**config.mk**
```make
export PLATFORM = sky130hd
export DESIGN_NAME = pdm_cic_dec
export DESIGN_NICKNAME = d
export VERILOG_FILES = /design/src/rtl/pdm_cic_dec.sv
export SDC_FILE = /design/constraint.sdc
export NUM_CORES = 1
export LEC_CHECK = 0
export CORE_MARGIN = 8
export CORE_UTILIZATION = 40
export CTS_BUF_LIST = sky130_fd_sc_hd__clkbuf_2
export DETAILED_ROUTE_END_ITERATION = 10
export GPL_TIMING_DRIVEN = 0
export HOLD_SLACK_MARGIN = 0.06
export MAX_ROUTING_LAYER = met4
export PLACE_DENSITY_LB_ADDON = 0.2
export SETUP_SLACK_MARGIN = 0.2
export SYNTH_ARGS = -nofsm -noshare
export SYNTH_HDL_FRONTEND = slang
export SYNTH_SLANG_ARGS = --single-unit
```
**constraint.sdc**
```tcl
create_clock -name clk_i -period 8.2 [get_ports clk_i]
set_clock_uncertainty 0.15 [all_clocks]
set_input_delay 1.64 -clock clk_i [delete_from_list [all_inputs] [get_ports clk_i]]
set_output_delay 1.64 -clock clk_i [all_outputs]
set_load 0.01 [all_outputs]
```
**src/rtl/pdm_cic_dec.sv**
```systemverilog
// Stereo PDM-to-PCM CIC decimator: per-channel N-stage integrator banks at PDM rate,
// and one comb subtractor shared by both channels and sequenced by a small FSM.
module pdm_cic_dec #(
  parameter int N  = 3,
  parameter int R  = 64,
  parameter int W  = 20,
  parameter int OW = 16
) (
  input  logic                 clk_i,
  input  logic                 rst_i,
  input  logic                 din_i,
  input  logic                 en_left_i,
  input  logic                 en_right_i,
  output logic signed [OW-1:0] out_left_o,
  output logic signed [OW-1:0] out_right_o,
  output logic                 out_valid_o,
  input  logic                 out_ready_i,
  output logic                 overrun_o,
  output logic [1:0]           state_o
);

  localparam int CW = (R > 1) ? $clog2(R) : 1;
  localparam int SW = $clog2(2 * N);

  typedef enum logic [1:0] {
    S_IDLE = 2'd0,
    S_SNAP = 2'd1,
    S_COMB = 2'd2,
    S_LOAD = 2'd3
  } state_e;

  // Handshake: a sample is transferred at a rising edge where out_valid_o && out_ready_i.
  // out_valid_o and the data stay stable until then; a LOAD while still pending
  // overwrites the data and pulses overrun_o, unless that same edge is the transfer.

  state_e                state_q, state_d;
  logic [SW-1:0]         step_q, step_d;
  logic [CW-1:0]         dec_cnt_q, dec_cnt_d;
  logic signed [W-1:0]   int_l_q [N];
  logic signed [W-1:0]   int_l_d [N];
  logic signed [W-1:0]   int_r_q [N];
  logic signed [W-1:0]   int_r_d [N];
  logic signed [W-1:0]   dly_q [2*N];
  logic signed [W-1:0]   dly_d [2*N];
  logic signed [W-1:0]   x_l_q, x_l_d;
  logic signed [W-1:0]   x_r_q, x_r_d;
  logic signed [OW-1:0]  out_l_q, out_l_d;
  logic signed [OW-1:0]  out_r_q, out_r_d;
  logic                  valid_q, valid_d;
  logic                  ovr_q, ovr_d;

  logic signed [W-1:0]   pdm_step;
  logic                  dec_evt;
  logic                  comb_right;
  logic signed [W-1:0]   x_sel;
  logic signed [W-1:0]   diff;

  assign pdm_step = din_i ? W'(1) : {W{1'b1}};
  assign dec_evt  = en_right_i && (dec_cnt_q == CW'(R - 1));

  // Steps 0..N-1 belong to the left channel, N..2N-1 to the right; the delay
  // line is laid out in the same order so the step counter indexes it directly.
  assign comb_right = (step_q >= SW'(N));
  assign x_sel      = comb_right ? x_r_q : x_l_q;
  assign diff       = x_sel - dly_q[step_q];

  always_comb begin
    for (int k = 0; k < N; k++) begin
      int_l_d[k] = int_l_q[k];
      int_r_d[k] = int_r_q[k];
    end
    dec_cnt_d = dec_cnt_q;
    if (en_left_i) begin
      int_l_d[0] = int_l_q[0] + pdm_step;
      for (int k = 1; k < N; k++) int_l_d[k] = int_l_q[k] + int_l_q[k-1];
    end
    if (en_right_i) begin
      int_r_d[0] = int_r_q[0] + pdm_step;
      for (int k = 1; k < N; k++) int_r_d[k] = int_r_q[k] + int_r_q[k-1];
      dec_cnt_d = dec_cnt_q + CW'(1);
    end
  end

  always_comb begin
    state_d = state_q;
    step_d  = step_q;
    x_l_d   = x_l_q;
    x_r_d   = x_r_q;
    for (int s = 0; s < 2 * N; s++) dly_d[s] = dly_q[s];
    out_l_d = out_l_q;
    out_r_d = out_r_q;
    valid_d = valid_q;
    ovr_d   = 1'b0;
    if (valid_q && out_ready_i) valid_d = 1'b0;
    case (state_q)
      S_IDLE: begin
        if (dec_evt) state_d = S_SNAP;
      end
      S_SNAP: begin
        x_l_d   = int_l_q[N-1];
        x_r_d   = int_r_q[N-1];
        step_d  = '0;
        state_d = S_COMB;
      end
      S_COMB: begin
        dly_d[step_q] = x_sel;
        if (comb_right) x_r_d = diff;
        else            x_l_d = diff;
        if (step_q == SW'(2 * N - 1)) state_d = S_LOAD;
        else                          step_d  = step_q + SW'(1);
      end
      S_LOAD: begin
        out_l_d = x_l_q[W-1 -: OW];
        out_r_d = x_r_q[W-1 -: OW];
        valid_d = 1'b1;
        ovr_d   = valid_q && !out_ready_i;
        state_d = S_IDLE;
      end
      default: state_d = S_IDLE;
    endcase
  end

  always_ff @(posedge clk_i) begin
    if (rst_i) begin
      state_q   <= S_IDLE;
      step_q    <= '0;
      dec_cnt_q <= '0;
      for (int k = 0; k < N; k++) begin
        int_l_q[k] <= '0;
        int_r_q[k] <= '0;
      end
      for (int s = 0; s < 2 * N; s++) dly_q[s] <= '0;
      x_l_q     <= '0;
      x_r_q     <= '0;
      out_l_q   <= '0;
      out_r_q   <= '0;
      valid_q   <= 1'b0;
      ovr_q     <= 1'b0;
    end else begin
      state_q   <= state_d;
      step_q    <= step_d;
      dec_cnt_q <= dec_cnt_d;
      for (int k = 0; k < N; k++) begin
        int_l_q[k] <= int_l_d[k];
        int_r_q[k] <= int_r_d[k];
      end
      for (int s = 0; s < 2 * N; s++) dly_q[s] <= dly_d[s];
      x_l_q     <= x_l_d;
      x_r_q     <= x_r_d;
      out_l_q   <= out_l_d;
      out_r_q   <= out_r_d;
      valid_q   <= valid_d;
      ovr_q     <= ovr_d;
    end
  end

  assign out_left_o  = out_l_q;
  assign out_right_o = out_r_q;
  assign out_valid_o = valid_q;
  assign overrun_o   = ovr_q;
  assign state_o     = state_q;

endmodule
```
==> impl_metrics.ini <==
[worst_setup_path]
cp.required_ns = 8.97
path_class = flip-flop to flip-flop
r2r_cells = 16
r2r-start = step_q[2]$_SDFFE_PP0P_
worstSetupStartpointType = flip-flop
rr_endpoint = x_l_q[17]$_SDFFE_PP0P_
worstPathArrival_ns = 6.11
crit_chain = clkbuf_1 > inv_1 > ha_1 > a211oi_2 > buf_4 > buf_2 > mux2i_1 > inv_1 > ha_1 > a2111o_1 > o21ai_0 > a21oi_1 > a221oi_2 > xnor2_1 > nand2_1 > o32ai_1
crit_fanout = 10
cp-startpoint = step_q[2]$_SDFFE_PP0P_
ff2ff_setup_slack_ns = 2.86
slowest_delay_ns = 0.75
crit_slowest_cell = mux2i_1
cp-end-kind = flip-flop

[finish]
final_core_util_pct = 44.8
final_cells = 2979
nFillCells = 4653
final_cell_mix = nor2_1, dfxtp_1, a211oi_1, a21oi_1, ha_1
drive_above_1_share_pct = 8.10
mostFrequentLayoutCell = nor2_1
ff_latch_area_mm2 = 0.00657
area_growth_pct = 10.4
stdcell_area_mm2 = 0.0208
final_nets = 2461
multi_input_area_mm2 = 0.0116

[placed_design]
dp.final_hpwl_mm = 43.7
post-place-cells = 2823
gp_congestion = 0.896
io_buffers = 40
dpl_cell_area_mm2 = 0.0200

[yosys]
ys_ff_latch = 328
avgSynthCellArea_um2 = 8.68
synthCells = 2176
synthArstFlopShare_pct = 0
synth_top_flop_cell = dfxtp_1
synth_top_area_share_pct = 34.8
yosysSeqAreaShare_pct = 34.8
yosysWarningCount = 0
synth_edf_count = 0
synthTopCellsByArea = dfxtp_1, ha_1, nor2_1
syn_area_mm2 = 0.0189
synth_top_area_cell = dfxtp_1
synth_nets = 2329
synth.distinct_cells = 81

[drt]
antenna_left = 0
drt_wl_total_mm = 58.7
drt_pass1_iterations = 7
vias = 16870
first_iter_violations = 1248
drc_errors = 0
wl_per_cell_um = 19.7
routed_via_density = 5.66

[outcome]
outcome = finished clean

[die]
ios = 42
die_w_um = 233
num_rows = 79
die_y_um = 233
die_area_mm2 = 0.0544
start_util_pct = 40.6
core-area_mm2 = 0.0466

[pwr]
total_power_uw = 5530
ir_drop_uv = 146
powerDensity_mw_per_mm2 = 265
p_leak_uw = 0.00834

[timing]
maxSlewViolCount = 0
rsz0062_at_grt = no
slew_headroom_pct = 22.8
setup_viol = 0
fin_crit_sh_pct = 65.1
worst_pin_slew_ns = 1.16
fmax_mhz = 187
hold_viol = 0
finalSetupTns_ns = 0
post-route-min-period_ns = 5.34

[hold_path]
hold_end = x_l_q[1]$_SDFFE_PP0P_
hp-class = flip-flop to flip-flop
hold_path_depth = 2
min_from = x_l_q[1]$_SDFFE_PP0P_

[grt]
overflow = 0
grt_use_total_pct = 22.0
antenna_found_initial = 1
grt_pass1_wl_mm = 92.0
first_global_vias = 16346
grt_max_degree = 41

[clock_tree]
cts_resized = 0
clk_pin_slew_ns = 0.12
holdBufCountCts = 0
clock_latency_ns = 1.02
numCtsBuffers = 90
postCtsSetupBuffers = 0
h-tree-depth = 3
cts_num_sinks = 328
cts_root_buf = clkbuf_2
cts_tree = yes
ctsLongestPathBuffers = 3

[run]
max_cap_viol_count = 0
per-layer routing:
metal  wire length [um]  track usage [%]
met1              26500             27.6
met2              27000             34.8
met3               2860             3.30
met4               2400             9.70
met5                  0                -
logic make-up after synthesis:
group                      after synthesis  share of synthesized area (%)
buffers and inverters                  184                           3.76
adders and majority gates              147                           10.0
AOI/OAI and AO/OA                      638                           22.9
DFF                                    328                           34.8
xor gates and xnor gates               109                           5.06
muxes                                  140                           8.75
and+or+nand+nor                        630                           14.7
cells in the mapped netlist (all sizes together), types with 4 or more instances:
library cell and number:
a211o 6, a211oi 154, a21boi 9, a21o 40, a21oi 143, a221o 4, a221oi 12, a22o 23
a22oi 4, a31oi 17, and2 10, and3 15, and4 9, buf 20, clkbuf 101, dfxtp 328
fa 7, ha 140, inv 62, mux2i 119, mux4 20, nand2 126, nand2b 18, nand3 26
nand4 18, nor2 331, nor2b 18, nor3 26, nor3b 7, nor4 9, o211ai 17, o21a 15
o21ai 125, o21bai 16, o22ai 8, o311ai 5, o31ai 5, or2 4, or3 5, xnor2 65
xor2 44
worst max path at each step:
| stage | slack [ns] | cells after the start | end |
|---|---|---|---|
| finish | 2.86 | 16 | x_l_q[17]$_SDFFE_PP0P_ |
| CTS | 2.98 | 16 | x_l_q[17]$_SDFFE_PP0P_ |
| global route | 2.58 | 16 | x_l_q[17]$_SDFFE_PP0P_ |
| detailed placement | 2.73 | 11 | int_l_q[0][17]$_SDFFE_PP0P_ |
| floorplan | 3.72 | 9 | int_r_q[0][15]$_SDFFE_PP0P_ |
| global placement | 2.23 | 11 | int_l_q[0][17]$_SDFFE_PP0P_ |
critical path: cells and delay by family (launching register included):
| family | cells | cell delay [ns] |
|---|---|---|
| xor gates and xnor gates | 1 | 0.20 |
| and+or+nand+nor | 1 | 0.18 |
| muxes | 1 | 0.75 |
| adders and majority gates | 2 | 0.65 |
| DFF | 1 | 0.32 |
| buffers and inverters | 5 | 1.16 |
| AOI/OAI and AO/OA | 6 | 1.82 |
metrics by stage:
| stage | hold WS, ns | setup slack, ns |
|---|---|---|
| floorplan | 0.281 | 3.72 |
| global placement | 0.290 | 2.23 |
| detailed placement | 0.299 | 2.73 |
| CTS | 0.313 | 2.98 |
| global route | 0.340 | 2.58 |
| finish | 0.321 | 2.86 |
where the power goes:
group          switching (uW)  total [uW]  internal (uW)
Sequential                179        1940           1760
Combinational            1490        2400            910
Clock                     711        1190            477
Total                    2380        5530           3150
sequential cells by signal, indices dropped and copies added (netlist names), named ones only:
register	flops
overrun_o	1
dec_cnt_q	6
x_r_q	20
state_o	2
out_right_o	16
int_l_q	60
step_q	3
int_r_q	60
out_valid_o	1
dly_q	120
x_l_q	20
out_left_o	16
area by class of cell:
class                   count  area share (%)
multi-input cells        1664            55.7
flip-flops and latches    328            31.5
well taps                 607            3.64
clock buffers             127            3.05
plain buffers             121            2.27
repair buffers             40            1.92
inverters                  63            1.13
clock inverters            28           0.804
diodes                      1          0.0120
Note: power is estimated with default switching activity, not from simulation.
